--- src/rtl/px_skip_cfg_pkg.sv ---
// Shared types for the skip-field generator: field width, FSM states and the
// six-field bundle used for both the shadow and the live register sets.
package px_skip_cfg_pkg;

    localparam int SKIP_W = 16;

    typedef enum logic [1:0] {
        IDLE     = 2'd0,
        CALC_PX  = 2'd1,
        CALC_LN  = 2'd2,
        WAIT_SOF = 2'd3
    } state_t;

    typedef struct packed {
        logic [SKIP_W-1:0] px_to_skip;
        logic [SKIP_W-1:0] px_interval;
        logic [SKIP_W-1:0] px_add;
        logic [SKIP_W-1:0] ln_to_skip;
        logic [SKIP_W-1:0] ln_interval;
        logic [SKIP_W-1:0] ln_add;
    } skip_fields_t;

    // A target larger than the source cannot be reached by skipping, so it degrades to pass-through.
    function automatic logic [SKIP_W-1:0] clamp_skip(input logic [SKIP_W-1:0] in_sz,
                                                     input logic [SKIP_W-1:0] out_sz);
        return (out_sz > in_sz) ? '0 : in_sz - out_sz;
    endfunction

endpackage

--- src/rtl/px_skip_if.sv ---
// Skip-field bus between px_skip_cfg_gen (master) and px_skipper (slave).
interface px_skip_if;
    import px_skip_cfg_pkg::*;

    skip_fields_t fields;

    modport master (output fields);
    modport slave  (input  fields);

endinterface

--- src/rtl/px_skip_div.sv ---
// 16-bit restoring divider, one quotient bit per cycle. The first bit is
// resolved on the start edge, so done_o pulses 16 cycles after start_i.
module px_skip_div
    import px_skip_cfg_pkg::*;
(
    input  logic              clk_i,
    input  logic              rst_i,
    input  logic              start_i,
    input  logic [SKIP_W-1:0] dividend_i,
    input  logic [SKIP_W-1:0] divisor_i,
    output logic [SKIP_W-1:0] quot_o,
    output logic [SKIP_W-1:0] rem_o,
    output logic              done_o
);

    logic [SKIP_W-1:0] quot_q, rem_q, divisor_q;
    logic [3:0]        cnt_q;
    logic              busy_q, done_q;

    logic [SKIP_W-1:0] src_rem, src_quot, src_div, rem_nxt, quot_nxt;
    logic [SKIP_W:0]   shifted, diff;

    always_comb begin
        src_rem  = start_i ? '0 : rem_q;
        src_quot = start_i ? dividend_i : quot_q;
        src_div  = start_i ? divisor_i : divisor_q;
        shifted  = {src_rem, src_quot[SKIP_W-1]};
        diff     = shifted - {1'b0, src_div};
        // Borrow out of the trial subtraction means the partial remainder is restored.
        if (diff[SKIP_W]) begin
            rem_nxt  = shifted[SKIP_W-1:0];
            quot_nxt = {src_quot[SKIP_W-2:0], 1'b0};
        end else begin
            rem_nxt  = diff[SKIP_W-1:0];
            quot_nxt = {src_quot[SKIP_W-2:0], 1'b1};
        end
    end

    always_ff @(posedge clk_i or negedge rst_i) begin
        if (!rst_i) begin
            quot_q    <= '0;
            rem_q     <= '0;
            divisor_q <= '0;
            cnt_q     <= '0;
            busy_q    <= 1'b0;
            done_q    <= 1'b0;
        end else begin
            done_q <= 1'b0;
            if (start_i) begin
                quot_q    <= quot_nxt;
                rem_q     <= rem_nxt;
                divisor_q <= divisor_i;
                cnt_q     <= 4'd15;
                busy_q    <= 1'b1;
            end else if (busy_q) begin
                quot_q <= quot_nxt;
                rem_q  <= rem_nxt;
                cnt_q  <= cnt_q - 4'd1;
                if (cnt_q == 4'd1) begin
                    busy_q <= 1'b0;
                    done_q <= 1'b1;
                end
            end
        end
    end

    assign quot_o = quot_q;
    assign rem_o  = rem_q;
    assign done_o = done_q;

endmodule

--- src/rtl/px_skip_cfg_gen.sv ---
// Converts in/out frame sizes into px_skipper skip fields and applies them atomically.
// Optional PX_SKIP_CFG_CHECK_EN rejects out>in or out==0 requests with a cfg_err_o pulse.
module px_skip_cfg_gen
    import px_skip_cfg_pkg::*;
#(
    parameter bit SOF_SYNC = 1'b1
) (
    input  logic              clk_i,
    input  logic              rst_i,
    input  logic              cfg_valid_i,
    output logic              cfg_ready_o,
    input  logic [SKIP_W-1:0] in_width_i,
    input  logic [SKIP_W-1:0] in_height_i,
    input  logic [SKIP_W-1:0] out_width_i,
    input  logic [SKIP_W-1:0] out_height_i,
    input  logic              sof_i,
    output logic              busy_o,
`ifdef PX_SKIP_CFG_CHECK_EN
    output logic              cfg_err_o,
`endif
    output state_t            dbg_state_o,
    px_skip_if.master         skip_if
);

    // Handshake: a request transfers on the edge where cfg_valid_i and cfg_ready_o
    // are both high; the requester holds valid and the sizes until then.
    state_t            state_q;
    skip_fields_t      shadow_q, live_q;
    logic [SKIP_W-1:0] in_w_q, in_h_q, px_skip_q, ln_skip_q;
    logic              busy_q, div_run_q, apply_pend_q;
    logic              accept, cfg_bad, div_start, div_done;
    logic [SKIP_W-1:0] cur_skip, div_quot, div_rem;

    assign cfg_ready_o = (state_q == IDLE) && !apply_pend_q;
    assign accept      = cfg_valid_i && cfg_ready_o;
    assign cur_skip    = (state_q == CALC_LN) ? ln_skip_q : px_skip_q;
    assign div_start   = (state_q == CALC_PX || state_q == CALC_LN) && !div_run_q && (cur_skip != '0);

`ifdef PX_SKIP_CFG_CHECK_EN
    logic err_q;

    assign cfg_bad = (out_width_i > in_width_i) || (out_height_i > in_height_i) ||
                     (out_width_i == '0) || (out_height_i == '0);

    always_ff @(posedge clk_i or negedge rst_i) begin
        if (!rst_i) err_q <= 1'b0;
        else        err_q <= accept && cfg_bad;
    end

    assign cfg_err_o = err_q;
`else
    assign cfg_bad = 1'b0;
`endif

    px_skip_div u_div (
        .clk_i      (clk_i),
        .rst_i      (rst_i),
        .start_i    (div_start),
        .dividend_i ((state_q == CALC_LN) ? in_h_q : in_w_q),
        .divisor_i  (cur_skip),
        .quot_o     (div_quot),
        .rem_o      (div_rem),
        .done_o     (div_done)
    );

    always_ff @(posedge clk_i or negedge rst_i) begin
        if (!rst_i) begin
            state_q      <= IDLE;
            shadow_q     <= '0;
            live_q       <= '0;
            in_w_q       <= '0;
            in_h_q       <= '0;
            px_skip_q    <= '0;
            ln_skip_q    <= '0;
            busy_q       <= 1'b0;
            div_run_q    <= 1'b0;
            apply_pend_q <= 1'b0;
        end else begin
            apply_pend_q <= 1'b0;
            if (apply_pend_q) begin
                live_q <= shadow_q;
                busy_q <= 1'b0;
            end
            case (state_q)
                IDLE: begin
                    if (accept && !cfg_bad) begin
                        in_w_q              <= in_width_i;
                        in_h_q              <= in_height_i;
                        px_skip_q           <= clamp_skip(in_width_i, out_width_i);
                        ln_skip_q           <= clamp_skip(in_height_i, out_height_i);
                        shadow_q.px_to_skip <= clamp_skip(in_width_i, out_width_i);
                        shadow_q.ln_to_skip <= clamp_skip(in_height_i, out_height_i);
                        busy_q              <= 1'b1;
                        state_q             <= CALC_PX;
                    end
                end
                CALC_PX: begin
                    if (px_skip_q == '0) begin
                        shadow_q.px_interval <= '0;
                        shadow_q.px_add      <= '0;
                        state_q              <= CALC_LN;
                    end else if (!div_run_q) begin
                        div_run_q <= 1'b1;
                    end else if (div_done) begin
                        shadow_q.px_interval <= div_quot;
                        shadow_q.px_add      <= div_rem;
                        div_run_q            <= 1'b0;
                        state_q              <= CALC_LN;
                    end
                end
                CALC_LN: begin
                    if (ln_skip_q == '0 || (div_run_q && div_done)) begin
                        shadow_q.ln_interval <= (ln_skip_q == '0) ? '0 : div_quot;
                        shadow_q.ln_add      <= (ln_skip_q == '0) ? '0 : div_rem;
                        div_run_q            <= 1'b0;
                        if (SOF_SYNC) begin
                            state_q <= WAIT_SOF;
                        end else begin
                            state_q      <= IDLE;
                            apply_pend_q <= 1'b1;
                        end
                    end else if (!div_run_q) begin
                        div_run_q <= 1'b1;
                    end
                end
                WAIT_SOF: begin
                    if (sof_i) begin
                        live_q  <= shadow_q;
                        busy_q  <= 1'b0;
                        state_q <= IDLE;
                    end
                end
                default: state_q <= IDLE;
            endcase
        end
    end

    assign busy_o         = busy_q;
    assign dbg_state_o    = state_q;
    assign skip_if.fields = live_q;

endmodule

--- src/flat_wrapper.sv ---
// flat-port wrapper written by rule: the top's interface ports become plain ports
module px_skip_cfg_gen_flat import px_skip_cfg_pkg::*;
#(
    parameter bit SOF_SYNC = 1'b1
)
  (clk_i, rst_i, cfg_valid_i, cfg_ready_o, in_width_i, in_height_i, out_width_i, out_height_i, sof_i, busy_o, dbg_state_o, skip_if_fields);
  px_skip_if skip_if_i ();
  input  logic clk_i;
  input  logic rst_i;
  input  logic cfg_valid_i;
  output logic cfg_ready_o;
  input  logic [SKIP_W-1:0] in_width_i;
  input  logic [SKIP_W-1:0] in_height_i;
  input  logic [SKIP_W-1:0] out_width_i;
  input  logic [SKIP_W-1:0] out_height_i;
  input  logic sof_i;
  output logic busy_o;
  output state_t dbg_state_o;
  output wire logic [$bits(skip_if_i.fields)-1:0] skip_if_fields;
  assign skip_if_fields = skip_if_i.fields;
  px_skip_cfg_gen #(.SOF_SYNC(SOF_SYNC)) u_core (.clk_i(clk_i), .rst_i(rst_i), .cfg_valid_i(cfg_valid_i), .cfg_ready_o(cfg_ready_o), .in_width_i(in_width_i), .in_height_i(in_height_i), .out_width_i(out_width_i), .out_height_i(out_height_i), .sof_i(sof_i), .busy_o(busy_o), .dbg_state_o(dbg_state_o), .skip_if(skip_if_i));
endmodule
--- config.mk ---
export PLATFORM = sky130hd
export DESIGN_NAME = px_skip_cfg_gen_flat
export DESIGN_NICKNAME = d
export VERILOG_FILES = /design/src/rtl/px_skip_cfg_pkg.sv /design/src/rtl/px_skip_if.sv /design/src/rtl/px_skip_div.sv /design/src/rtl/px_skip_cfg_gen.sv /design/src/flat_wrapper.sv
export SDC_FILE = /design/constraint.sdc
export NUM_CORES = 1
export LEC_CHECK = 0
export ABC_AREA = 1
export CAP_MARGIN = 20
export CELL_PAD_IN_SITES_DETAIL_PLACEMENT = 1
export CELL_PAD_IN_SITES_GLOBAL_PLACEMENT = 1
export CORE_ASPECT_RATIO = 1.1
export CORE_MARGIN = 5
export CORE_UTILIZATION = 42
export DETAILED_ROUTE_END_ITERATION = 7
export PLACE_DENSITY_LB_ADDON = 0.1
export SETUP_SLACK_MARGIN = 0.4
export SYNTH_ARGS = -nofsm -noshare
export SYNTH_HDL_FRONTEND = slang
export SYNTH_SLANG_ARGS = --single-unit
--- constraint.sdc ---
create_clock -name clk_i -period 4.7 [get_ports clk_i]
set_input_delay 0.47 -clock clk_i [delete_from_list [all_inputs] [get_ports clk_i]]
set_output_delay 0.47 -clock clk_i [all_outputs]
set_load 0.05 [all_outputs]
==> results.txt <==
----------------------------------------------------
[Finish]
  Net total in the final layout ... a little under 2000
  Multi-input gate area in the final layout ... 0.00567 sq mm
  Final-layout fill cell count ... roughly 4000
  Fraction of final layout cells with drive strength greater than 1 ... between 7 and 8%
  Sequential cell area in the final layout ... 0.00706 sq mm
  Diodes inserted ... 0
  P&R area growth vs syn ... 24.8%

[Drt]
  Number of DRC violations after detailed routing ... 0
  Initial DRC Count ... 770
  Total wire length ... 43.4 mm
  Number of vias in the routed layout ... 12100
  Vias per inst ... 5.25
  Total iterations of the first detailed-routing run ... 5
  Residual antenna-violating net count after detailed routing ... 0
  Avg WL per Cell ... 18.9 um

[Synthesis]
  Post-synth design cell area ... 0.0139 sq mm
  Fraction of synthesized cell area in xor and xnor cells ... 0.441%
  Avg Cell Area, Syn ... 8.25 sq um
  Synth Area in Compound Gates ... roughly 16%
  Fraction of the mapped netlist area in adder cells ... under 10%
  Cells after synthesis ... between 1500 and 2000
  Share of async-settable or async-resettable flops after synthesis ... 100%
  Multiplexer share of the synthesized area ... 0%
  Register bit count reported by yosys ... approximately 280
  Unique masters post-synth ... 44
  Cells taking the most area after synthesis ... sky130_fd_sc_hd__dfrtp_1 (51%), sky130_fd_sc_hd__nand2_1 (9.9%), sky130_fd_sc_hd__o21ai_0 (8.4%)
  Cell accounting for the most synthesized area ... sky130_fd_sc_hd__dfrtp_1
  Net count after synthesis ... 1809
  Synth top area share ... 50.8%
  Leading register cell type out of synthesis ... sky130_fd_sc_hd__dfrtp_1
  Main combinational cell family by area after synthesis ... simple AND/OR/NAND/NOR gates
  Post-synth top cells ... sky130_fd_sc_hd__nand2_1 (365), sky130_fd_sc_hd__dfrtp_1 (282), sky130_fd_sc_hd__inv_1 (261), sky130_fd_sc_hd__o21ai_0 (232), sky130_fd_sc_hd__nand3_1 (111)
  Yosys warning count ... 0
  Number of enable flip-flop cells after synthesis ... 0
  Most frequent cell after synthesis ... sky130_fd_sc_hd__nand2_1
  Share of synthesized cell area in and, or, nand and nor gates ... 18.6%
  Fraction of the yosys area taken by sequential cells ... 50.8%

[Global route]
  Pin count of the biggest net entering global routing ... 113
  Wire length of the first global-routing pass ... 69.4 mm
  Global-route usage over all layers ... a little under a quarter
  Initial antenna violation count ... 0
  Vias in the first global route ... around 13000
  Sum of overflow across all layers after global routing ... 0

[Clock tree]
  Count of clock tree sinks ... between 200 and 300
  Later-pin clock latency in the skew report ... 0.58 ns
  Bufs on Longest Clock Path ... 3
  Clock transition time at the flip-flop clock pins of the worst setup and hold paths ... ~0.060 ns
  CTS Buf Count ... 31
  Clock tree from TritonCTS ... yes
  Root buffer cell ... sky130_fd_sc_hd__clkbuf_16
  Max H-tree Level ... 1

[Placed design]
  Half-perimeter wire length after placement ... roughly 32 mm
  Number of input and output port buffers inserted ... 167
  Routability congestion estimate from global placement ... 0.892

[STA]
  Layout Skew ... roughly 0.023 ns
  RSZ-0062 raised after global routing ... yes
  Final hold viol count ... 0
  Setup TNS ... 0 ns
  Maximum clock rate ... around 240 MHz
  Actual transition at the worst max-transition pin ... 0.896 ns
  Crit share post-route ... roughly 87%
  Setup-violating endpoint count in the final report ... 0
  Shortest period the worst path allows ... 4.09 ns
  Pins over their slew limit ... 0
  Slew headroom ... about two fifths

[Status]
  Outcome ... finished clean

[Worst setup path]
  Total number of cells along the worst setup path ... 26
  Maximum fanout along the worst path ... 19
  Setup CP Type ... reg -> reg
  Critical-path cell with the highest stage delay ... sky130_fd_sc_hd__dfrtp_2
  Longest individual stage delay on the worst path ... 0.40 ns
  Setup crit end kind ... flop
  Arrival time worst endpoint ... 4.53 ns
  Category of cells accounting for the largest share of critical-path delay ... buffers and inverters
  Type of element launching the critical path ... flop
  Worst Path Required ... 5.14 ns
  Buffers plus inverters on the worst setup path ... 9
  Most used cell, CP ... sky130_fd_sc_hd__buf_4
  R2r worst-path depth ... 26

[Power and ir drop]
  Total Power ... around 15 mW
  Pwr/cell area ... 863 mW/mm^2
  Worst ir drop on vdd ... 388 uV
  Static Leakage ... ~8.3 nW

[Min path]
  Worst hold-check path type ... reg -> reg
  Number of cells on the worst hold path ... 2

[Die]
  Count of pins on the block boundary ... 168
  Core Footprint ... 0.0325 sq mm
  Effective utilization at floorplan ... 42.8%
  Cell Rows ... a little under 70
  Chip Width ... between 150 and 200 um
  Die Footprint ... about 0.037 sq mm
  Vertical die dimension ... 201 um

[Run]
  Number of max-cap violations ... 0

----------------------------------------------------
==> routing by layer <==
metal	routed length [um]	part of all wire [%]	vias up	track usage, %
met2	21600	50	245	40.0
met1	18900	44	5929	30.4
met5	0	0	-	0
li1	-	-	5845	-
met4	1380	3.2	0	7.10
met3	1570	3.6	70	2.59
==> area by class of cell <==
cell class	instances	area share (%)
Multi-Input combinational cell	1067	32.7
Tap cell	426	3.07
Timing Repair Buffer	207	11.8
Clock buffer	43	5.02
Sequential cell	282	40.7
Clock inverter	14	0.945
Inverter	263	5.73
==> cell usage in the layout (no fill, tap or decap), types with 4 or more instances in the layout <==
| master | count |
|---|---|
| sky130_fd_sc_hd__a21oi_1 | 58 |
| sky130_fd_sc_hd__a31oi_1 | 5 |
| sky130_fd_sc_hd__buf_4 | 32 |
| sky130_fd_sc_hd__clkbuf_1 | 7 |
| sky130_fd_sc_hd__clkbuf_16 | 31 |
| sky130_fd_sc_hd__clkbuf_8 | 5 |
| sky130_fd_sc_hd__clkdlybuf4s50_1 | 166 |
| sky130_fd_sc_hd__clkinv_2 | 5 |
| sky130_fd_sc_hd__dfrtp_1 | 280 |
| sky130_fd_sc_hd__ha_1 | 48 |
| sky130_fd_sc_hd__inv_1 | 258 |
| sky130_fd_sc_hd__nand2_1 | 362 |
| sky130_fd_sc_hd__nand2_2 | 8 |
| sky130_fd_sc_hd__nand2_4 | 6 |
| sky130_fd_sc_hd__nand3_1 | 109 |
| sky130_fd_sc_hd__nand3_2 | 4 |
| sky130_fd_sc_hd__nand4_1 | 18 |
| sky130_fd_sc_hd__nor2_1 | 69 |
| sky130_fd_sc_hd__nor2_2 | 7 |
| sky130_fd_sc_hd__nor3_1 | 13 |
| sky130_fd_sc_hd__o211ai_1 | 18 |
| sky130_fd_sc_hd__o21ai_0 | 220 |
| sky130_fd_sc_hd__o21ai_1 | 22 |
| sky130_fd_sc_hd__o221ai_1 | 13 |
| sky130_fd_sc_hd__o22ai_1 | 31 |
| sky130_fd_sc_hd__or2_2 | 8 |
| sky130_fd_sc_hd__xnor2_1 | 4 |
==> per-stage QoR <==
stage | setup slack, ns | hold slack, ns | std cells | instance area (sq um) | utilization [%]
after global placement | 0.186 | 0.457 | 2222 | 16000 | 49.2
after floorplan | 0.405 | 0.174 | 1685 | 13900 | -
after CTS | 0.421 | 0.461 | 2282 | 17000 | 52.5
final | 0.611 | 0.471 | 2302 | 17300 | 53.4
after global routing | 0.348 | 0.473 | 2302 | 17300 | 53.4
after detailed placement | 0.102 | 0.462 | 2223 | 16000 | 49.2
==> state kept, by name (all words and copies together), names as in the netlist <==
| name | count |
|---|---|
| u_core.dbg_state_o | 2 |
| u_core.px_skip_q | 16 |
| u_core.busy_o | 1 |
| u_core.ln_skip_q | 16 |
| u_core.u_div.rem_o | 16 |
| u_core.skip_if.fields | 96 |
| u_core.in_h_q | 16 |
| u_core.u_div.busy_q | 1 |
| u_core.u_div.quot_o | 16 |
| u_core.div_run_q | 1 |
| u_core.u_div.done_o | 1 |
| u_core.u_div.cnt_q | 4 |
| u_core.shadow_q | 64 |
| u_core.u_div.divisor_q | 16 |
| u_core.in_w_q | 16 |
==> kinds of logic after synthesis <==
| group | after synthesis |
|---|---|
| buf+inv | 338 |
| flops | 282 |
| xor+xnor | 7 |
| compound gates | 391 |
| simple gates | 611 |
| fa+ha+maj | 56 |
==> worst min-delay path: cells and delay by family (launching register included) <==
family	cells	cell delay, ns
AND/OR/NAND/NOR	2	0.10
flip-flops	1	0.34
==> power by group <==
part           internal [mW]  switching [mW]  total [mW]
Clock                   1.42            1.04        2.46
Combinational           2.85            5.56        8.41
Sequential              3.47           0.629        4.10
==> final timing paths <==
| kind | start | slack [ns] | to |
|---|---|---|---|
| max | u_core.dbg_state_o[0] | 0.61 | u_core.u_div.rem_o[4] |
| min | u_core.in_h_q[6] | 0.47 | u_core.in_h_q[6] |
| max reg2reg | u_core.dbg_state_o[0] | 0.61 | u_core.u_div.rem_o[4] |
| min reg2reg | u_core.in_h_q[6] | 0.47 | u_core.in_h_q[6] |
| max in group asynchronous | rst_i | 2.90 | u_core.px_skip_q[12] |
| min in group asynchronous | rst_i | 0.48 | u_core.skip_if.fields[22] |
==> timing repair <==
action	in CTS	in global routing
cloned	0	2
hold buffers	1	0
resized for setup	2	43
pin swaps	1	12
endpoints found under the setup margin	17	17
buffers inserted	1	17
endpoints found under the hold margin	85	0
Power figures use the tool's default switching activity.
